## config.mk

```make
export PLATFORM = sky130hd
export DESIGN_NAME = avg_diff_scheduler_flat
export DESIGN_NICKNAME = d
export VERILOG_FILES = /design/src/rtl/avg_diff_scheduler_if.sv /design/src/rtl/avg_diff_scheduler.sv /design/src/flat_wrapper.sv
export SDC_FILE = /design/constraint.sdc
export NUM_CORES = 1
export LEC_CHECK = 0
export CAP_MARGIN = 10
export CORE_UTILIZATION = 45
export DETAILED_ROUTE_END_ITERATION = 7
export PLACE_DENSITY = 0.8
export SETUP_SLACK_MARGIN = 0.1
export SLEW_MARGIN = 10
export SYNTH_ARGS = -nofsm -noshare
export SYNTH_HDL_FRONTEND = slang
export SYNTH_SLANG_ARGS = --single-unit
```

## constraint.sdc

```tcl
create_clock -name clk -period 8.2 [get_ports clk]
set_input_delay 0.82 -clock clk [delete_from_list [all_inputs] [get_ports clk]]
set_output_delay 0.82 -clock clk [all_outputs]
set_load 0.05 [all_outputs]
```

## src/rtl/avg_diff_scheduler_if.sv

```systemverilog
// rtl/avg_diff_scheduler_if.sv - channel request/sample and result bundle for avg_diff_scheduler
interface avg_diff_scheduler_if #(
    parameter int NCH = 4,
    parameter int DW  = 8
);
    localparam int CHW = (NCH > 1) ? $clog2(NCH) : 1;

    logic [NCH-1:0]    req;
    logic [NCH*DW-1:0] ser_in;
    logic [NCH-1:0]    grant;
    logic              sample_en;
    logic              res_valid;
    logic [CHW-1:0]    res_ch;
    logic [DW-1:0]     res_avg;
    logic [DW-1:0]     res_diff;
    logic              done;

    // Sample front ends and the result consumer sit on the master side.
    modport master (
        output req, ser_in,
        input  grant, sample_en, res_valid, res_ch, res_avg, res_diff, done
    );

    modport slave (
        input  req, ser_in,
        output grant, sample_en, res_valid, res_ch, res_avg, res_diff, done
    );
endinterface

```

## src/rtl/avg_diff_scheduler.sv

```systemverilog
// rtl/avg_diff_scheduler.sv - round-robin burst average / abs-difference scheduler (optional AVG_ROUND_EN)
module avg_diff_scheduler #(
    parameter int NCH     = 4,
    parameter int SAMPLES = 4,
    parameter int DW      = 8
) (
    input  logic                 clk,
    input  logic                 rst,
    avg_diff_scheduler_if.slave  bus
);
    localparam int CHW   = (NCH > 1) ? $clog2(NCH) : 1;
    localparam int SHIFT = $clog2(SAMPLES);
    localparam int CNTW  = (SHIFT > 0) ? SHIFT : 1;
    localparam int SW    = DW + SHIFT + 1;

    typedef enum logic {IDLE, ACC} state_t;

    state_t          state_q, state_d;
    logic [NCH-1:0]  grant_q, grant_d;
    logic [CHW-1:0]  last_q, last_d;
    logic [CHW-1:0]  ch_q, ch_d;
    logic [CNTW-1:0] cnt_q, cnt_d;
    logic [SW-1:0]   sum_q, sum_d;
    logic            res_valid_q, res_valid_d;
    logic [CHW-1:0]  res_ch_q, res_ch_d;
    logic [DW-1:0]   res_avg_q, res_avg_d;
    logic [DW-1:0]   res_diff_q, res_diff_d;

    logic [DW-1:0]   sample;
    logic [SW-1:0]   sum_final;
    logic [SW-1:0]   avg_wide;
    logic [DW-1:0]   avg;
    logic [DW-1:0]   diff;
    logic            found;
    logic [CHW-1:0]  win;

    assign sample    = bus.ser_in[int'(ch_q)*DW +: DW];
    assign sum_final = sum_q + SW'(sample);

`ifdef AVG_ROUND_EN
    assign avg_wide = (sum_final + SW'(SAMPLES / 2)) >> SHIFT;
`else
    assign avg_wide = sum_final >> SHIFT;
`endif

    assign avg  = DW'(avg_wide);
    assign diff = (avg >= sample) ? (avg - sample) : (sample - avg);

    // Search begins just after the last served channel and wraps.
    always_comb begin
        found = 1'b0;
        win   = '0;
        for (int i = 1; i <= NCH; i++) begin
            if (!found && bus.req[(int'(last_q) + i) % NCH]) begin
                found = 1'b1;
                win   = CHW'((int'(last_q) + i) % NCH);
            end
        end
    end

    always_comb begin
        state_d     = state_q;
        grant_d     = grant_q;
        last_d      = last_q;
        ch_d        = ch_q;
        cnt_d       = cnt_q;
        sum_d       = sum_q;
        res_valid_d = 1'b0;
        res_ch_d    = res_ch_q;
        res_avg_d   = res_avg_q;
        res_diff_d  = res_diff_q;
        case (state_q)
            IDLE: begin
                if (found) begin
                    grant_d = NCH'(1) << win;
                    ch_d    = win;
                    cnt_d   = '0;
                    sum_d   = '0;
                    state_d = ACC;
                end
            end
            ACC: begin
                sum_d = sum_final;
                cnt_d = cnt_q + CNTW'(1);
                if (cnt_q == CNTW'(SAMPLES - 1)) begin
                    res_valid_d = 1'b1;
                    res_ch_d    = ch_q;
                    res_avg_d   = avg;
                    res_diff_d  = diff;
                    grant_d     = '0;
                    last_d      = ch_q;
                    state_d     = IDLE;
                end
            end
            default: state_d = IDLE;
        endcase
    end

    always_ff @(posedge clk) begin
        if (rst) begin
            state_q     <= IDLE;
            grant_q     <= '0;
            last_q      <= CHW'(NCH - 1);
            ch_q        <= '0;
            cnt_q       <= '0;
            sum_q       <= '0;
            res_valid_q <= 1'b0;
            res_ch_q    <= '0;
            res_avg_q   <= '0;
            res_diff_q  <= '0;
        end else begin
            state_q     <= state_d;
            grant_q     <= grant_d;
            last_q      <= last_d;
            ch_q        <= ch_d;
            cnt_q       <= cnt_d;
            sum_q       <= sum_d;
            res_valid_q <= res_valid_d;
            res_ch_q    <= res_ch_d;
            res_avg_q   <= res_avg_d;
            res_diff_q  <= res_diff_d;
        end
    end

    assign bus.grant     = grant_q;
    assign bus.sample_en = (state_q == ACC);
    assign bus.done      = (state_q == IDLE);
    assign bus.res_valid = res_valid_q;
    assign bus.res_ch    = res_ch_q;
    assign bus.res_avg   = res_avg_q;
    assign bus.res_diff  = res_diff_q;
endmodule

```

## src/flat_wrapper.sv

```systemverilog
// flat-port wrapper written by rule: the top's interface ports become plain ports
module avg_diff_scheduler_flat 
#(
    parameter int NCH     = 4,
    parameter int SAMPLES = 4,
    parameter int DW      = 8
)
  (clk, rst, bus_req, bus_ser_in, bus_grant, bus_sample_en, bus_res_valid, bus_res_ch, bus_res_avg, bus_res_diff, bus_done);
  avg_diff_scheduler_if #(.NCH(NCH), .DW(DW)) bus_i ();
  input  logic clk;
  input  logic rst;
  input wire logic [$bits(bus_i.req)-1:0] bus_req;
  input wire logic [$bits(bus_i.ser_in)-1:0] bus_ser_in;
  output wire logic [$bits(bus_i.grant)-1:0] bus_grant;
  output wire logic [$bits(bus_i.sample_en)-1:0] bus_sample_en;
  output wire logic [$bits(bus_i.res_valid)-1:0] bus_res_valid;
  output wire logic [$bits(bus_i.res_ch)-1:0] bus_res_ch;
  output wire logic [$bits(bus_i.res_avg)-1:0] bus_res_avg;
  output wire logic [$bits(bus_i.res_diff)-1:0] bus_res_diff;
  output wire logic [$bits(bus_i.done)-1:0] bus_done;
  assign bus_i.req = bus_req;
  assign bus_i.ser_in = bus_ser_in;
  assign bus_grant = bus_i.grant;
  assign bus_sample_en = bus_i.sample_en;
  assign bus_res_valid = bus_i.res_valid;
  assign bus_res_ch = bus_i.res_ch;
  assign bus_res_avg = bus_i.res_avg;
  assign bus_res_diff = bus_i.res_diff;
  assign bus_done = bus_i.done;
  avg_diff_scheduler #(.NCH(NCH), .SAMPLES(SAMPLES), .DW(DW)) u_core (.clk(clk), .rst(rst), .bus(bus_i));
endmodule
```

==> results of run 1 <==
[path summary, 6_finish.rpt]
check,end,slack [ps],cells after the start
max,u_core.bus.res_diff[5],2370,19
min,u_core.bus.res_avg[1],460,2
max reg2reg,u_core.bus.res_diff[5],2420,18
min reg2reg,u_core.bus.res_avg[1],460,2
[cells by family (layout without fill, tap and decap cells)]
logic type | after synthesis | count (layout) | synth area share
buffers and inverters | 45 | 97 | 0.06708
XOR/XNOR | 10 | 10 | 0.03089
flip-flops | 40 | 40 | 0.2824
adder cells (fa/ha/maj) | 26 | 26 | 0.1227
AND/OR/NAND/NOR | 107 | 107 | 0.1840
multiplexers | 17 | 17 | 0.09709
AO/OA/AOI/OAI | 87 | 87 | 0.2158
[worst max-delay path: stages]
cell and delay [ps]:
sky130_fd_sc_hd__clkdlybuf4s50_1 400, sky130_fd_sc_hd__mux4_2 510, sky130_fd_sc_hd__ha_1 250, sky130_fd_sc_hd__fa_1 410, sky130_fd_sc_hd__a21o_1 190, sky130_fd_sc_hd__a21oi_1 230, sky130_fd_sc_hd__o21bai_1 120, sky130_fd_sc_hd__a2111oi_0 420
sky130_fd_sc_hd__or3_4 230, sky130_fd_sc_hd__xor2_1 190, sky130_fd_sc_hd__inv_1 70, sky130_fd_sc_hd__ha_1 400, sky130_fd_sc_hd__o2111ai_1 170, sky130_fd_sc_hd__a21o_1 220, sky130_fd_sc_hd__a31oi_4 460, sky130_fd_sc_hd__mux2_4 350
sky130_fd_sc_hd__nor3_2 190, sky130_fd_sc_hd__mux2i_1 90, sky130_fd_sc_hd__a311o_1 310
[sequential cells by signal, indices dropped and copies added (netlist names)]
name	flops
u_core.bus.res_valid	1
u_core.last_q	2
u_core.sum_q	10
u_core.bus.res_diff	8
u_core.cnt_q	2
u_core.bus.sample_en	1
u_core.bus.grant	4
u_core.bus.res_ch	2
u_core.bus.res_avg	8
u_core.ch_q	2
[per-layer routing]
layer | up-vias | share of wire | track usage
met3 | 7 | 0.058 | 0.03483
met2 | 94 | 0.47 | 0.3708
met4 | 0 | 0.0080 | 0.05714
li1 | 1307 | - | -
met5 | - | 0 | 0
met1 | 1222 | 0.46 | 0.2935
[layout by cell type, fill, tap and decap left out, types with 2 or more instances in the layout]
master	n
sky130_fd_sc_hd__o21ai_1	2
sky130_fd_sc_hd__mux2i_1	8
sky130_fd_sc_hd__nor4_1	2
sky130_fd_sc_hd__o22ai_1	2
sky130_fd_sc_hd__dfxtp_1	40
sky130_fd_sc_hd__ha_1	23
sky130_fd_sc_hd__nor2b_1	5
sky130_fd_sc_hd__mux4_2	8
sky130_fd_sc_hd__a32oi_1	5
sky130_fd_sc_hd__a21oi_1	23
sky130_fd_sc_hd__nor3_1	5
sky130_fd_sc_hd__nor2_1	36
sky130_fd_sc_hd__nand2_1	25
sky130_fd_sc_hd__or4_1	2
sky130_fd_sc_hd__fa_1	3
sky130_fd_sc_hd__a21o_1	4
sky130_fd_sc_hd__a21oi_2	2
sky130_fd_sc_hd__nand4_1	3
sky130_fd_sc_hd__nand2b_1	4
sky130_fd_sc_hd__or3_1	3
sky130_fd_sc_hd__clkbuf_8	5
sky130_fd_sc_hd__nand3_1	10
sky130_fd_sc_hd__xor2_1	2
sky130_fd_sc_hd__nor3b_1	2
sky130_fd_sc_hd__clkinvlp_4	2
sky130_fd_sc_hd__a31oi_1	3
sky130_fd_sc_hd__xnor2_1	8
sky130_fd_sc_hd__o21ai_0	8
sky130_fd_sc_hd__and2_1	3
sky130_fd_sc_hd__o31ai_1	4
sky130_fd_sc_hd__clkdlybuf4s50_1	62
sky130_fd_sc_hd__a211oi_1	11
sky130_fd_sc_hd__a22oi_1	8
sky130_fd_sc_hd__inv_1	24
[per-stage QoR]
| step | area (sq um) | hold WS, ps | util |
|---|---|---|---|
| 2_1_floorplan | 2835 | 456.1 | - |
| 3_3_place_gp | 3465 | 442.7 | 0.5783 |
| 3_5_place_dp | 3465 | 449.9 | 0.5783 |
| 4_1_cts | 3557 | 465.5 | 0.5938 |
| 5_1_grt | 3557 | 488.3 | 0.5938 |
| 6_report | 3557 | 460.6 | 0.5938 |
[area by class of cell]
type                       instances  area [sq um]
timing repair buffer              63         628.1
tap                               75         93.84
clock inverter                     3         23.77
clock buffer                       5         68.82
inverter                          26         97.59
sequential                        40         800.8
multi-input combinational        247          1844
fill                             499          2434
[where the power goes]
group / total [mW] / internal (mW) / switching, mW
registers: 0.209 / 0.201 / 0.00801
logic: 0.302 / 0.133 / 0.169
clock network: 0.136 / 0.0603 / 0.0760
total: 0.648 / 0.395 / 0.253
==> results by stage, run 1 <==
Routing:
- The violation count after the first detailed-route iteration is 148.
- The detailed-route via count is 2,630.
- Wires add up to 6.907 mm.
- Before antenna repair, the detailed router went through 5 iterations.
- Dividing the detail-routed wire length by the instance count gives 15.05 um.
- The DRC violation count after routing is 0.
- The number of nets with antenna violations after routing is 0.
- The ratio of routed vias to standard cells is 5.730.

Timing:
- Dividing the final minimum period by the clock period gives 0.7108.
- Derived from the worst setup path, the maximum achievable clock frequency is 0.1716 GHz.
- The worst setup skew after layout is 8.072 ps.
- The worst max-slew margin expressed relative to the limit is 0.3963.
- The minimum period implied by the final worst setup slack is 5829 ps.
- The max-slew violation total from the final report is 0.
- Setup total negative slack on the finished layout was measured at 0 ps.
- The final count of negative-setup-slack endpoints is 0.
- The worst path meets setup with 2371 ps of slack.
- The final count of hold timing violations is 0.
- The slew at the pin closest to its max-slew limit is 905.6 ps.
- Setup repair after global routing left no endpoint under its margin.

Clock tree:
- Once the clock tree was built, the resizer swapped 0 gates to a different size.
- No sink is reached through more buffers than the 2 on the longest clock path.
- For this design, the CTS-stage hold fixing added 0 buffers.
- The clock latency on the worst-skew pair is 300 ps.
- The post-CTS repair timing setup buffer count is 0.
- After clock tree synthesis, the clock-pin slew on the worst setup and hold paths is 90 ps.
- Counting the buffers created by CTS gives 5.
- Clock tree synthesis selected as its root buffer the cell sky130_fd_sc_hd__clkbuf_8.
- Clock tree synthesis found a total of 40 sinks.
- The number of H-tree branching levels is 2.
- TritonCTS built the clock tree.

Yosys:
- The synthesized netlist occupies a cell area of 0.002835 sq mm.
- The synthesized design spends more area on one cell type than any other, namely sky130_fd_sc_hd__dfxtp_1.
- The top cell type's share of synthesized area is 0.2824.
- The number of flops mapped to enable cells by yosys is 0.
- The sequential share of the synthesized area is 0.2824.
- The post-synthesis area per instance is 8.540 sq um.
- Yosys attributes the largest share of cell area to sky130_fd_sc_hd__dfxtp_1, sky130_fd_sc_hd__ha_1, sky130_fd_sc_hd__mux4_2, sky130_fd_sc_hd__nor2_1, sky130_fd_sc_hd__a21oi_1.
- The most common cell in the synthesized netlist is sky130_fd_sc_hd__dfxtp_1.
- The synthesized flop and latch total is 40.
- The number of warnings printed during yosys synthesis is 0.
- The net count after synthesis is 396.
- The distinct cell type count of the synthesized netlist is 61.
- Counting instances in the post-synthesis netlist gives the leading cell types as sky130_fd_sc_hd__dfxtp_1, sky130_fd_sc_hd__nor2_1, sky130_fd_sc_hd__nand2_1.
- The fraction of registers with async set or reset after synthesis is 0.
- For this run, the leading register cell type out of synthesis is sky130_fd_sc_hd__dfxtp_1.
- Synthesis handed over a netlist of 332 instances.

Floorplan:
- The top-level I/O count is 63.
- The height of the die is 81.38 um.
- The die footprint is 0.006622 sq mm.
- The total area inside the core boundary comes to 0.005991 sq mm.
- The number of placement rows is 28.
- The floorplan step set the die width to 81.38 um.
- The effective utilization at floorplan is 0.4733.

Global route:
- The overall fraction of global-route tracks in use is 0.2213.
- Entering global routing, the biggest net connects 42 pins.
- Summed over all layers, the global routing overflow is 0.
- The via count of the first global-routing pass is 2,413.
- The first global-routing pass estimated 11.23 mm of wire.
- The number of antenna violations at the first check in global routing is 0.

Worst setup path:
- The most critical setup path has its startpoint at bus_ser_in[24].
- Along the worst path, the maximum fanout reaches 16.
- The launching point of the worst reg2reg path is u_core.ch_q[0].
- The startpoint-to-endpoint class of the critical path is input pin to register.
- The worst setup path is captured at a register.
- The signal arrival time at the worst endpoint is 6020 ps.
- At the worst endpoint, the required time is 8390 ps.
- STA classifies the critical path startpoint as an input pin.

Status:
- The run finished with clean final reports.

Hold path:
- The startpoint identified for the worst hold timing path is u_core.bus.res_avg[1].
- The min-delay analysis places its worst path in the category register to register.

Placed design:
- Detailed placement ended at an HPWL of 5.211 mm.
- The pre-CTS worst setup slack is 2082 ps.
- The count of placed standard cells including taps is 451.
- The congestion estimate from routability-driven global placement came to 0.8601.
- The number of buffers added on ports is 62.

Power and ir drop:
- In this run the power density over the cells is 182.2 mW/mm^2.
- The maximum vdd ir drop is 99.17 uV.
- In this run the static leakage power is 1.389 nW.
- Overall power consumption after layout is estimated at 648.0 uW.

Job:
- The number of max-cap violations is 0.

Final layout:
- 0 antenna diodes ended up in the layout.
- From synthesis to final layout, the design area changed by 25.46%.
- The share of final-layout standard cells stronger than drive strength 1 is 0.06771.
- For this run, the number of standard cells in the final layout without fillers is 459.
- The final layout net count is 447.
(Power assumes the default switching activity.)
==> run 2: changes to the inputs <==
- PLACE_DENSITY: 0.8 -> 0.83
- clock period: 8.2 -> 5.2 ns (I/O delays scaled with it)
==> run 2 against run 1 <==
  * Wire length rose by 4.1%
  * Sequential share of layout area fell by 1.1 points
  * Flip-flop and latch count unchanged
  * Largest cell class unchanged
  * Non-clock buffer count is 18 higher
  * Largest power group unchanged
  * Utilization grew 3.1 points
  * Cell area increased by 5.2%
  * Critical path type unchanged
  * Clock skew is 5.0 ps higher
==> results by stage, run 2 (synthesized netlist as in run 1, its figures left out) <==
Status:
- The run finished with clean final reports.

Global route:
- The largest net degree at the start of global routing is 42 (unchanged).
- The wire length of the first global-routing pass is 11.49 mm (+2.3%).
- The final global-route overflow total is 0 (unchanged).
- The overall fraction of global-route tracks in use is 0.2282 (+0.006864).
- The via count of the first global-routing pass is 2,462 (+2.0%).
- The number of antenna violations at the first check in global routing was 0 (unchanged).

Timing:
- The worst setup skew after layout was 13.05 ps (+4.977 ps).
- Setup repair after global routing left no endpoint under its margin.
- The worst max-slew margin expressed relative to the limit is 0.4031 (+0.006832).
- The final hold slack was 455.8 ps (-4.776 ps).
- The post-route fraction of the period consumed by the critical path is 0.9328.
- Timing would allow up to 0.2062 GHz.
- The slew at the pin closest to its max-slew limit came to 895.4 ps (-10.25 ps).
- The max-slew violation total from the final report is 0 (unchanged).
- The final count of negative-setup-slack endpoints is 0 (unchanged).
- The final count of hold timing violations is 0 (unchanged).
- The minimum setup slack in the final design is 349.4 ps (-2022 ps).
- The minimum period implied by the final worst setup slack is 4851 ps.

Hold path:
- The path class of the tightest hold or removal check is register to register.

Final layout:
- The register with the most flip-flops in the final layout is u_core.sum_q.
- The relative area change from synthesis to final layout is 31.99%.
- The diode insertion count for antenna repair was 0 (unchanged).
- The most common cell after layout, fill and taps aside is sky130_fd_sc_hd__clkdlybuf4s50_1.
- The area used by sequential logic in the layout came to 800.8 sq um (unchanged).
- The share of final-layout standard cells stronger than drive strength 1 is 0.1169 (+0.04921).
- The area taken by multi-input logic gates is 0.001862 sq mm (+0.95%).
- The flip-flop count of the largest register after layout came to 10 (unchanged).
- The final layout net count is 465 (+4.0%).
- The number of fill cells in the layout is 510 (+2.2%).
- The top cell types in the final layout, fill and taps aside, are sky130_fd_sc_hd__clkdlybuf4s50_1, sky130_fd_sc_hd__dfxtp_1, sky130_fd_sc_hd__nor2_1.

Clock tree:
- The clock tree from TritonCTS is done.
- The TritonCTS sink count came to 40 (unchanged).
- The master cell of the clock root buffer is sky130_fd_sc_hd__clkbuf_8.
- The total CTS buffers is 5 (unchanged).
- The buffer depth of the longest clock path is 2 (unchanged).
- The clock latency on the worst-skew pair came to 300 ps (about the same).
- The clock slew at the register clock pins of the worst setup and hold paths is 80 ps (about the same).
- The number of H-tree branching levels is 2 (unchanged).
- The number of hold-repair buffers added at the cts stage came to 0 (unchanged).

Routing:
- The DRC violation count after routing was 0 (unchanged).
- The detailed-route via count is 2,687 (+2.2%).
- The number of optimization iterations in the first detailed-route pass came to 4 (-1).
- The violation count after the first detailed-route iteration is 117 (-21%).
- The final routed wirelength across all metal layers was 7.192 mm (+4.1%).
- The ratio of routed vias to standard cells is 5.633 (-1.7%).
- The number of nets with antenna violations after routing is 0 (unchanged).
- The average wire length per cell after detail routing came to 15.08 um (+0.20%).

Placed design:
- The routability congestion estimate from global placement is 0.8915 (+3.7%).
- The half-perimeter wire length after detailed placement is 5.428 mm (+4.2%).
- The pre-CTS worst setup slack was -138.3 ps (-2220 ps).
- The number of buffers added on ports came to 62 (unchanged).

Floorplan:
- The effective utilization at floorplan is 0.4733 (unchanged).
- The top-level I/O count is 63 (unchanged).
- The die footprint is 0.006622 sq mm (unchanged).
- The number of placement rows is 28 (unchanged).
- The die span in x is 81.38 um (unchanged).
- The core region area was 0.005991 sq mm (unchanged).
- The height of the die is 81.38 um (unchanged).

Worst setup path:
- The critical path is of the input pin to register type.
- The required time reported for the critical path endpoint is 5390 ps (-3000 ps).
- STA classifies the critical path endpoint as a register.
- The worst setup path is launched from an input pin.
- The maximum fanout along the worst path was 6 (-10).
- The signal arrival time at the worst endpoint is 5040 ps (-980 ps).
- The flop-to-flop setup slack is 510 ps (-1910 ps).

Power and ir drop:
- The standby leakage power came to 1.504 nW (+8.3%).
- The power per standard cell area is 305.0 mW/mm^2 (+67%).
- The maximum vdd ir drop is 172.6 uV (+74%).

Job:
- The number of max-cap violations came to 0 (unchanged).
[run 2: cell types whose count changed in the layout (fill, tap and decap cells not counted), sizes merged]
cell / before / now
buf: 1 / 19
clkinvlp: 2 / 0
bufinv: 0 / 1
clkbuf: 5 / 6
[run 2: repair_timing]
item / in CTS / in global routing
buffers inserted: 0 / 2
gates resized for setup: 0 / 5
setup endpoints to repair: 0 / 6
[run 2: worst paths after layout]
| kind | from | cells after the start | to |
|---|---|---|---|
| max | bus_ser_in[24] | 19 | u_core.bus.res_diff[5] |
| min reg2reg | u_core.bus.res_avg[2] | 2 | u_core.bus.res_avg[2] |
| max reg2reg | u_core.ch_q[0] | 18 | u_core.bus.res_diff[5] |
| min | u_core.bus.res_avg[2] | 2 | u_core.bus.res_avg[2] |
[run 2: area by class of cell]
| type | count | area share |
|---|---|---|
| Multi-Input combinational cell | 247 | 0.4975 |
| Timing Repair Buffer | 81 | 0.2049 |
| Clock inverter | 2 | 0.01036 |
| Inverter | 26 | 0.02608 |
| Clock buffer | 6 | 0.02207 |
| Tap cell | 75 | 0.02508 |
| Sequential cell | 40 | 0.2140 |
[run 2: stage by stage]
stage	power [mW]	instances	util	area [sq um]	TNS, ps
2_1_floorplan	0.7011	332	-	2835	0
3_3_place_gp	0.8411	467	0.5984	3585	-14.84
3_5_place_dp	0.8462	467	0.5984	3585	-265.9
4_1_cts	1.128	475	0.6186	3706	0
5_1_grt	1.204	477	0.6247	3742	0
6_report	1.142	477	0.6247	3742	0
[run 2: metal layers]
layer,routed length [um],vias to the layer above,GRT usage
met5,0,-,0
met4,100,0,0.07679
met2,3486,66,0.3892
met3,296,11,0.04045
met1,3309,1273,0.2873
li1,-,1337,-
[run 2: critical path, cell delays in order]
cell and delay (ps):
sky130_fd_sc_hd__clkdlybuf4s50_1 400, sky130_fd_sc_hd__mux4_2 480, sky130_fd_sc_hd__ha_1 230, sky130_fd_sc_hd__fa_1 410, sky130_fd_sc_hd__a21o_1 190, sky130_fd_sc_hd__a21oi_2 150, sky130_fd_sc_hd__o21bai_1 110, sky130_fd_sc_hd__a2111oi_2 310
sky130_fd_sc_hd__or3_4 200, sky130_fd_sc_hd__xor2_2 160, sky130_fd_sc_hd__inv_1 70, sky130_fd_sc_hd__ha_1 300, sky130_fd_sc_hd__o2111ai_1 140, sky130_fd_sc_hd__a21o_1 210, sky130_fd_sc_hd__a31oi_4 220, sky130_fd_sc_hd__mux2_4 330
sky130_fd_sc_hd__nor3_2 200, sky130_fd_sc_hd__mux2i_1 100, sky130_fd_sc_hd__a311o_1 310
[run 2: power breakdown]
group	leakage [nW]	internal [mW]	switching (mW)
logic	1.12	0.249	0.284
clock network	0.0614	0.157	0.123
registers	0.325	0.317	0.0106
total	1.50	0.724	0.418
